## config.mk

```make
export PLATFORM = sky130hd
export DESIGN_NAME = fma_vec_flat
export DESIGN_NICKNAME = d
export VERILOG_FILES = /design/src/rtl/fma_vec_if.sv /design/src/rtl/fma_vec.sv /design/src/flat_wrapper.sv
export SDC_FILE = /design/constraint.sdc
export NUM_CORES = 2
export LEC_CHECK = 0
export ABC_AREA = 1
export CAP_MARGIN = 20
export CELL_PAD_IN_SITES_DETAIL_PLACEMENT = 1
export CELL_PAD_IN_SITES_GLOBAL_PLACEMENT = 1
export CORE_MARGIN = 4
export CORE_UTILIZATION = 45
export DETAILED_ROUTE_END_ITERATION = 10
export GPL_ROUTABILITY_DRIVEN = 0
export HOLD_SLACK_MARGIN = 0.1
export PLACE_DENSITY_LB_ADDON = 0.1
export SYNTH_ARGS = -nofsm -noshare
export SYNTH_HDL_FRONTEND = slang
export SYNTH_SLANG_ARGS = --single-unit
export TNS_END_PERCENT = 20
```

## constraint.sdc

```tcl
create_clock -name clk -period 5.6 [get_ports clk]
set_clock_uncertainty 0.15 [all_clocks]
set_input_delay 1.12 -clock clk [delete_from_list [all_inputs] [get_ports clk]]
set_output_delay 1.12 -clock clk [all_outputs]
set_load 0.01 [all_outputs]
```

## src/rtl/fma_vec_if.sv

```systemverilog
// fma_vec_if: configuration, operand and result signals of the vector
// multiply-accumulate block, bundled so streamers and writers plug in as one port.
//   master : drives param_*, data_ena, dataa_in, datab_in, bias_dat;
//            observes bias_req, data_act, data_out, busy, err_ovf
//   slave  : the fma_vec side (directions mirrored)
interface fma_vec_if #(
  parameter int LDW = 16,
  parameter int LPW = 4,
  parameter int WDW = 16
);
  logic                 param_ena;
  logic [WDW-1:0]       param_ilength;
  logic                 param_relu;
  logic                 data_ena;
  logic [LDW*LPW-1:0]   dataa_in;
  logic [LDW*LPW-1:0]   datab_in;
  logic                 bias_req;
  logic [LDW-1:0]       bias_dat;
  logic                 data_act;
  logic [LDW-1:0]       data_out;
  logic                 busy;
  logic                 err_ovf;

  modport master (
    output param_ena, param_ilength, param_relu, data_ena, dataa_in, datab_in, bias_dat,
    input  bias_req, data_act, data_out, busy, err_ovf
  );

  modport slave (
    input  param_ena, param_ilength, param_relu, data_ena, dataa_in, datab_in, bias_dat,
    output bias_req, data_act, data_out, busy, err_ovf
  );
endinterface

```

## src/rtl/fma_vec.sv

```systemverilog
// fma_vec: signed fixed-point vector multiply-accumulate.
// Each beat multiplies LPW lane pairs, reduces the products through a pipelined
// adder tree and accumulates over ilength beats; the final sum gets a per-output
// bias, is rounded half-up back to Q.FRAC, optionally ReLU-clamped and saturated.
// Ports:
//   clk  : clock, all logic on posedge
//   rst  : asynchronous active-low reset
//   ifc  : fma_vec_if.slave (config, beat operands, bias handshake, result, status)
module fma_vec #(
  parameter int LDW  = 16,
  parameter int LPW  = 4,
  parameter int FRAC = 8,
  parameter int WDW  = 16
) (
  input  logic     clk,
  input  logic     rst,
  fma_vec_if.slave ifc
);
  localparam int T   = $clog2(LPW);
  localparam int NP  = 1 << T;          // tree leaves, lanes beyond LPW are zero
  localparam int SW  = 2*LDW + T;       // tree node width
  localparam int ACW = 2*LDW + T + WDW; // accumulator width
  localparam int BW  = ACW + 2;         // biased/rounded width, headroom for bias and rounding
  localparam logic signed [BW-1:0] HALF = BW'(1) << (FRAC-1);

  // Input stage (zero-padded up to NP lanes)
  logic [NP*LDW-1:0]     a_q, b_q;
  logic                  vin_q;
  // Adder tree kept as a heap: leaves at [NP-1 .. 2NP-2], node i sums 2i+1 and 2i+2,
  // so every node registers once per cycle and the root lags the leaves by T stages.
  logic signed [SW-1:0]  node_q [2*NP-1];
  logic [T:0]            vt_q;
  // Accumulation / hold
  logic signed [ACW-1:0] acc_q, hold_q, acc_sum;
  logic [WDW-1:0]        cnt_q, ilen_q, ilen_eff;
  logic                  relu_q, last, hold_v_q;
  // Bias / output
  logic signed [BW-1:0]  bsum_q, rnd, shf, shf_r;
  logic                  bv_q;
  logic [BW-LDW:0]       hi;
  logic [LDW-1:0]        res_d, data_out_q;
  logic                  sat_d, data_act_q, err_q, busy_d, cfg_we;

  always_ff @(posedge clk or negedge rst) begin
    if (!rst) begin
      a_q   <= '0;
      b_q   <= '0;
      vin_q <= 1'b0;
    end else begin
      vin_q <= ifc.data_ena;
      if (ifc.data_ena) begin
        a_q <= (NP*LDW)'(ifc.dataa_in);
        b_q <= (NP*LDW)'(ifc.datab_in);
      end
    end
  end

  always_ff @(posedge clk or negedge rst) begin
    if (!rst) begin
      for (int unsigned i = 0; i < 2*NP-1; i++) node_q[i] <= '0;
      vt_q <= '0;
    end else begin
      for (int unsigned i = 0; i < NP; i++)
        node_q[NP-1+i] <= SW'($signed(a_q[i*LDW +: LDW])) * SW'($signed(b_q[i*LDW +: LDW]));
      for (int unsigned i = 0; i < NP-1; i++)
        node_q[i] <= node_q[2*i+1] + node_q[2*i+2];
      vt_q[0] <= vin_q;
      for (int unsigned l = 1; l <= T; l++) vt_q[l] <= vt_q[l-1];
    end
  end

  always_comb begin
    ilen_eff = (ilen_q == '0) ? WDW'(1) : ilen_q;
    last     = (cnt_q == ilen_eff - WDW'(1));
    acc_sum  = acc_q + ACW'(node_q[0]);
  end

  always_ff @(posedge clk or negedge rst) begin
    if (!rst) begin
      acc_q    <= '0;
      hold_q   <= '0;
      cnt_q    <= '0;
      hold_v_q <= 1'b0;
    end else begin
      hold_v_q <= vt_q[T] & last;
      if (vt_q[T]) begin
        if (last) begin
          hold_q <= acc_sum;
          acc_q  <= '0;
          cnt_q  <= '0;
        end else begin
          acc_q  <= acc_sum;
          cnt_q  <= cnt_q + WDW'(1);
        end
      end
    end
  end

  always_ff @(posedge clk or negedge rst) begin
    if (!rst) begin
      bsum_q <= '0;
      bv_q   <= 1'b0;
    end else begin
      bv_q <= hold_v_q;
      if (hold_v_q)
        bsum_q <= BW'(hold_q) + (BW'($signed(ifc.bias_dat)) <<< FRAC);
    end
  end

  // Round half up, rescale, ReLU, then saturate: the result fits when every bit
  // from the output sign bit upward is identical.
  always_comb begin
    rnd   = bsum_q + HALF;
    shf   = rnd >>> FRAC;
    shf_r = (relu_q && shf[BW-1]) ? '0 : shf;
    hi    = shf_r[BW-1:LDW-1];
    sat_d = !((&hi) || !(|hi));
    if (sat_d) res_d = shf_r[BW-1] ? {1'b1, {(LDW-1){1'b0}}} : {1'b0, {(LDW-1){1'b1}}};
    else       res_d = shf_r[LDW-1:0];
  end

  always_comb begin
    busy_d = vin_q | (|vt_q) | hold_v_q | bv_q | (cnt_q != '0);
    cfg_we = ifc.param_ena & ~busy_d;
  end

  always_ff @(posedge clk or negedge rst) begin
    if (!rst) begin
      ilen_q     <= WDW'(1);
      relu_q     <= 1'b0;
      err_q      <= 1'b0;
      data_out_q <= '0;
      data_act_q <= 1'b0;
    end else begin
      data_act_q <= bv_q;
      if (bv_q) begin
        data_out_q <= res_d;
        if (sat_d) err_q <= 1'b1;
      end
      // bv_q implies busy, so a config load never coincides with a saturation update
      if (cfg_we) begin
        ilen_q <= ifc.param_ilength;
        relu_q <= ifc.param_relu;
        err_q  <= 1'b0;
      end
    end
  end

  always_comb begin
    ifc.bias_req = hold_v_q;
    ifc.data_act = data_act_q;
    ifc.data_out = data_out_q;
    ifc.busy     = busy_d;
    ifc.err_ovf  = err_q;
  end
endmodule

```

## src/flat_wrapper.sv

```systemverilog
// flat-port wrapper written by rule: the top's interface ports become plain ports
module fma_vec_flat 
#(
  parameter int LDW  = 16,
  parameter int LPW  = 4,
  parameter int FRAC = 8,
  parameter int WDW  = 16
)
  (clk, rst, ifc_param_ena, ifc_param_ilength, ifc_param_relu, ifc_data_ena, ifc_dataa_in, ifc_datab_in, ifc_bias_dat, ifc_bias_req, ifc_data_act, ifc_data_out, ifc_busy, ifc_err_ovf);
  fma_vec_if #(.LDW(LDW), .LPW(LPW), .WDW(WDW)) ifc_i ();
  input  logic clk;
  input  logic rst;
  input wire logic [$bits(ifc_i.param_ena)-1:0] ifc_param_ena;
  input wire logic [$bits(ifc_i.param_ilength)-1:0] ifc_param_ilength;
  input wire logic [$bits(ifc_i.param_relu)-1:0] ifc_param_relu;
  input wire logic [$bits(ifc_i.data_ena)-1:0] ifc_data_ena;
  input wire logic [$bits(ifc_i.dataa_in)-1:0] ifc_dataa_in;
  input wire logic [$bits(ifc_i.datab_in)-1:0] ifc_datab_in;
  input wire logic [$bits(ifc_i.bias_dat)-1:0] ifc_bias_dat;
  output wire logic [$bits(ifc_i.bias_req)-1:0] ifc_bias_req;
  output wire logic [$bits(ifc_i.data_act)-1:0] ifc_data_act;
  output wire logic [$bits(ifc_i.data_out)-1:0] ifc_data_out;
  output wire logic [$bits(ifc_i.busy)-1:0] ifc_busy;
  output wire logic [$bits(ifc_i.err_ovf)-1:0] ifc_err_ovf;
  assign ifc_i.param_ena = ifc_param_ena;
  assign ifc_i.param_ilength = ifc_param_ilength;
  assign ifc_i.param_relu = ifc_param_relu;
  assign ifc_i.data_ena = ifc_data_ena;
  assign ifc_i.dataa_in = ifc_dataa_in;
  assign ifc_i.datab_in = ifc_datab_in;
  assign ifc_i.bias_dat = ifc_bias_dat;
  assign ifc_bias_req = ifc_i.bias_req;
  assign ifc_data_act = ifc_i.data_act;
  assign ifc_data_out = ifc_i.data_out;
  assign ifc_busy = ifc_i.busy;
  assign ifc_err_ovf = ifc_i.err_ovf;
  fma_vec #(.LDW(LDW), .LPW(LPW), .FRAC(FRAC), .WDW(WDW)) u_core (.clk(clk), .rst(rst), .ifc(ifc_i));
endmodule
```

==> run_results.csv <==
group,metric,value,unit
global_routing,gr-total-overflow,0,
worst_setup_path,cp_max_fo,4,
route,dr.pass1.iters,7,
route,drc,0,
sta,fin_crit_sh,104,%
die,chipHeight,408,µm
worst_hold_path,min_path_type,"flip-flop to flip-flop",
worst_setup_path,cp_slowest_stage_delay,0.51,ns
worst_setup_path,cp_common_cell,"fa_1",
sta,slew_violations,0,
yosys,async_flop_share,100,%
sta,finalSetupTns,-3.30,ns
route,viasPerCell,5.14,
worst_setup_path,end_kind,"flip-flop",
yosys,synth_top_family_by_area,"adder cells",
clocking,cts_buffer_depth,3,
clocking,clk_latency,0.70,ns
yosys,synth_area,0.0721,mm²
placement,dp_hpwl,186,mm
run_status,failed_checks,"negative setup slack",
run_status,outcome,"complete, but fails checks",
worst_setup_path,startpoint_type,"flip-flop",
final_layout,seq_area,0.0139,mm²
sta,worst_slew_pin_slew,0.817,ns
yosys,synth-compound-area-share,6.44,%
yosys,synth_top_area_cell,"fa_1",
route,antenna_left,0,
global_routing,antenna_found_initial,3,
worst_setup_path,crit_required,6.00,ns
worst_setup_path,critPathArrivalTime,6.25,ns
yosys,synth_ff_type,"dfrtp_1",
sta,rsz0062_at_grt,"true",
worst_setup_path,worstPathCellList,"buf_6 -> nand2_1 -> inv_1 -> fa_2 -> buf_12 -> buf_6 -> fa_1 -> fa_2 -> fa_1 -> fa_1 -> inv_1 -> fa_1 -> inv_2 -> ha_4 -> nand2_4 -> nor4_4 -> nand2_1 -> o211ai_1 -> nand3_1 -> nand2_2 -> a21oi_2 -> xor2_1",
die,row_count,146,
yosys,yosys.area_share.simple,17.7,%
placement,numPortBuffers,184,
yosys,syn-num-nets,10700,
yosys,synth_mux_area_share,1.69,%
final_layout,fin_util,54.5,%
yosys,syn_avg_cell_area,8.08,µm²
route,wl_per_cell,19.5,µm
global_routing,grt_pass1_vias,67600,
sta,timing.fmax,0.171,GHz
clocking,cts_tree,"yes",
worst_setup_path,cpMaxStageDelayCell,"fa_1",
route,routed_wl,228,mm
yosys,yosysSeqAreaShare,19.2,%
final_layout,drive_gt1_share,15.8,%
yosys,synth_cell_types,52,
yosys,synth-adder-area-share,38.2,%
global_routing,grt_pass1_wl,364,mm
final_layout,nets,11300,
yosys,yosys.area.top_type_share,29.2,%
clocking,cts.root.buffer_cell,"clkbuf_16",
yosys,synth_xor_area_share,4.29,%
sta,hold_viol_final,0,
die,io_pins,185,
worst_setup_path,cp_top_family,"adder cells",
sta,finalSetupViolations,30,
yosys,synthTopCellsByArea,"fa_1 29%, dfrtp_1 19%, nand2_1 11%",
global_routing,grt_start_max_net_pins,137,
yosys,synth_edf_count,0,
final_layout,fin_area,0.0866,mm²
yosys,yosys_warnings,0,
sta,min_period,5.85,ns
final_layout,area_growth,20.1,%
die,die_w,408,µm
worst_setup_path,critPathKind,"flip-flop to flip-flop",
clocking,cts.sinks,552,
sta,setup_ws,-0.249,ns
yosys,synth-seq-cells,552,
clocking,h-tree-depth,3,
die,die_area,0.167,mm²
final_layout,nFillCells,18900,
sta,relSlewSlack,45.5,%
die,core,0.159,mm²
global_routing,grt_usage,27.1,%
clocking,cts_hold_buf,0,
placement,placed_cell_area,0.0808,mm²
clocking,cts-buffers-inserted,74,
route,first_iter_violations,2901,
clocking,clk_pin_slew_worst_paths,0.06,ns
route,vias,60300,
job,maxCapViolCount,0,
final_layout,multi_input_area,0.0513,mm²
die,start_util,45.4,%
yosys,synthCells,8926,
worst_setup_path,cp_num_buf_inv,6,
## area by class of cell
class,instances,area share [%]
Antenna cell,1,0.00289
Clock buffer,96,2.36
Clock inverter,35,0.529
Inverter,2043,8.87
Multi-Input combinational cell,5993,59.2
Sequential cell,552,16.1
Tap cell,2072,2.99
Timing Repair Buffer,939,9.97
## kinds of logic (layout without fill, tap and decap cells)
logic type,count (synthesis),count (layout)
and+or+nand+nor,3114,3114
buffers and inverters,2381,3113
adders and majority gates,1573,1573
AOI/OAI and AO/OA,845,845
DFF,552,552
xor gates and xnor gates,353,353
muxes,108,108
other,0,1
## flip-flops by register name, indices dropped and copies added (netlist names)
signal / count
u_core.b_q: 64
u_core.ifc.bias_req: 1
u_core.ifc.data_act: 1
u_core.node_q: 230
u_core.vin_q: 1
u_core.relu_q: 1
u_core.bv_q: 1
u_core.cnt_q: 16
u_core.ifc.err_ovf: 1
u_core.bsum_q: 44
u_core.vt_q: 3
u_core.hold_q: 43
u_core.ilen_q: 16
u_core.a_q: 64
u_core.acc_q: 50
u_core.ifc.data_out: 16
## through the flow
stage	std cells	setup slack, ns	hold slack [ns]
after floorplan	8926	-0.00632	0.202
final	11700	-0.249	0.220
after global placement	11500	-0.342	0.208
after global routing	11700	-0.433	0.240
after detailed placement	11500	-0.446	0.209
after CTS	11700	-0.158	0.223
## cells in the mapped netlist (all sizes together) (42+ instances only)
cell type	n
a21oi	371
clkbuf	312
dfrtp	551
fa	1053
ha	520
inv	2042
mux2	108
nand2	2151
nand3	266
nand4	99
nor2	479
nor3	42
o21ai	292
xnor2	138
xor2	215
## what timing repair did
| action | in CTS | in global routing |
|---|---|---|
| resized for setup | 317 | 263 |
| gates cloned | 0 | 6 |
| buffers inserted | 58 | 59 |
| pin swaps | 94 | 132 |
| endpoints found under the hold margin | 0 | 0 |
| setup endpoints to repair | 66 | 75 |
## cell usage in the layout, fill, tap and decap left out, types with 24 or more instances in the layout
master	instances
nand3_1	248
buf_6	35
o21bai_1	26
xor2_1	206
fa_1	1013
buf_4	641
a31oi_1	35
fa_2	40
nor3_1	35
nand2_1	2058
inv_2	61
dfrtp_2	80
dfrtp_1	469
a21o_1	40
mux2_2	108
nand4_1	99
clkbuf_16	81
xnor2_1	136
inv_1	1977
o21ai_0	258
nor2_1	444
a21oi_2	56
nand2_2	70
ha_1	453
buf_12	71
nor4_1	24
a21oi_1	306
clkdlybuf4s50_1	182
ha_4	63
## path summary, 6_finish.rpt
kind                            slack (ns)  depth (start not counted)            from                end
min in group asynchronous             0.28                          1             rst  u_core.ilen_q[11]
max in group asynchronous             3.79                          2             rst  u_core.node_q[37]
worst min-delay path                  0.22                          0    u_core.vin_q     u_core.vt_q[0]
worst max-delay path                 -0.25                         22  u_core.a_q[31]  u_core.node_q[96]
worst min register to register        0.22                          0    u_core.vin_q     u_core.vt_q[0]
worst max register to register       -0.25                         22  u_core.a_q[31]  u_core.node_q[96]
## per-layer routing
metal	up-vias	track usage (%)	wire, µm
met3	333	2.76	8190
met2	1037	48.2	116000
met5	-	0	13
li1	28200	-	-
met1	30800	35.3	98400
met4	2	6.99	6140
Power is not shown: default switching activity piles up to over one toggle a cycle in this logic, so the estimate is an artifact.
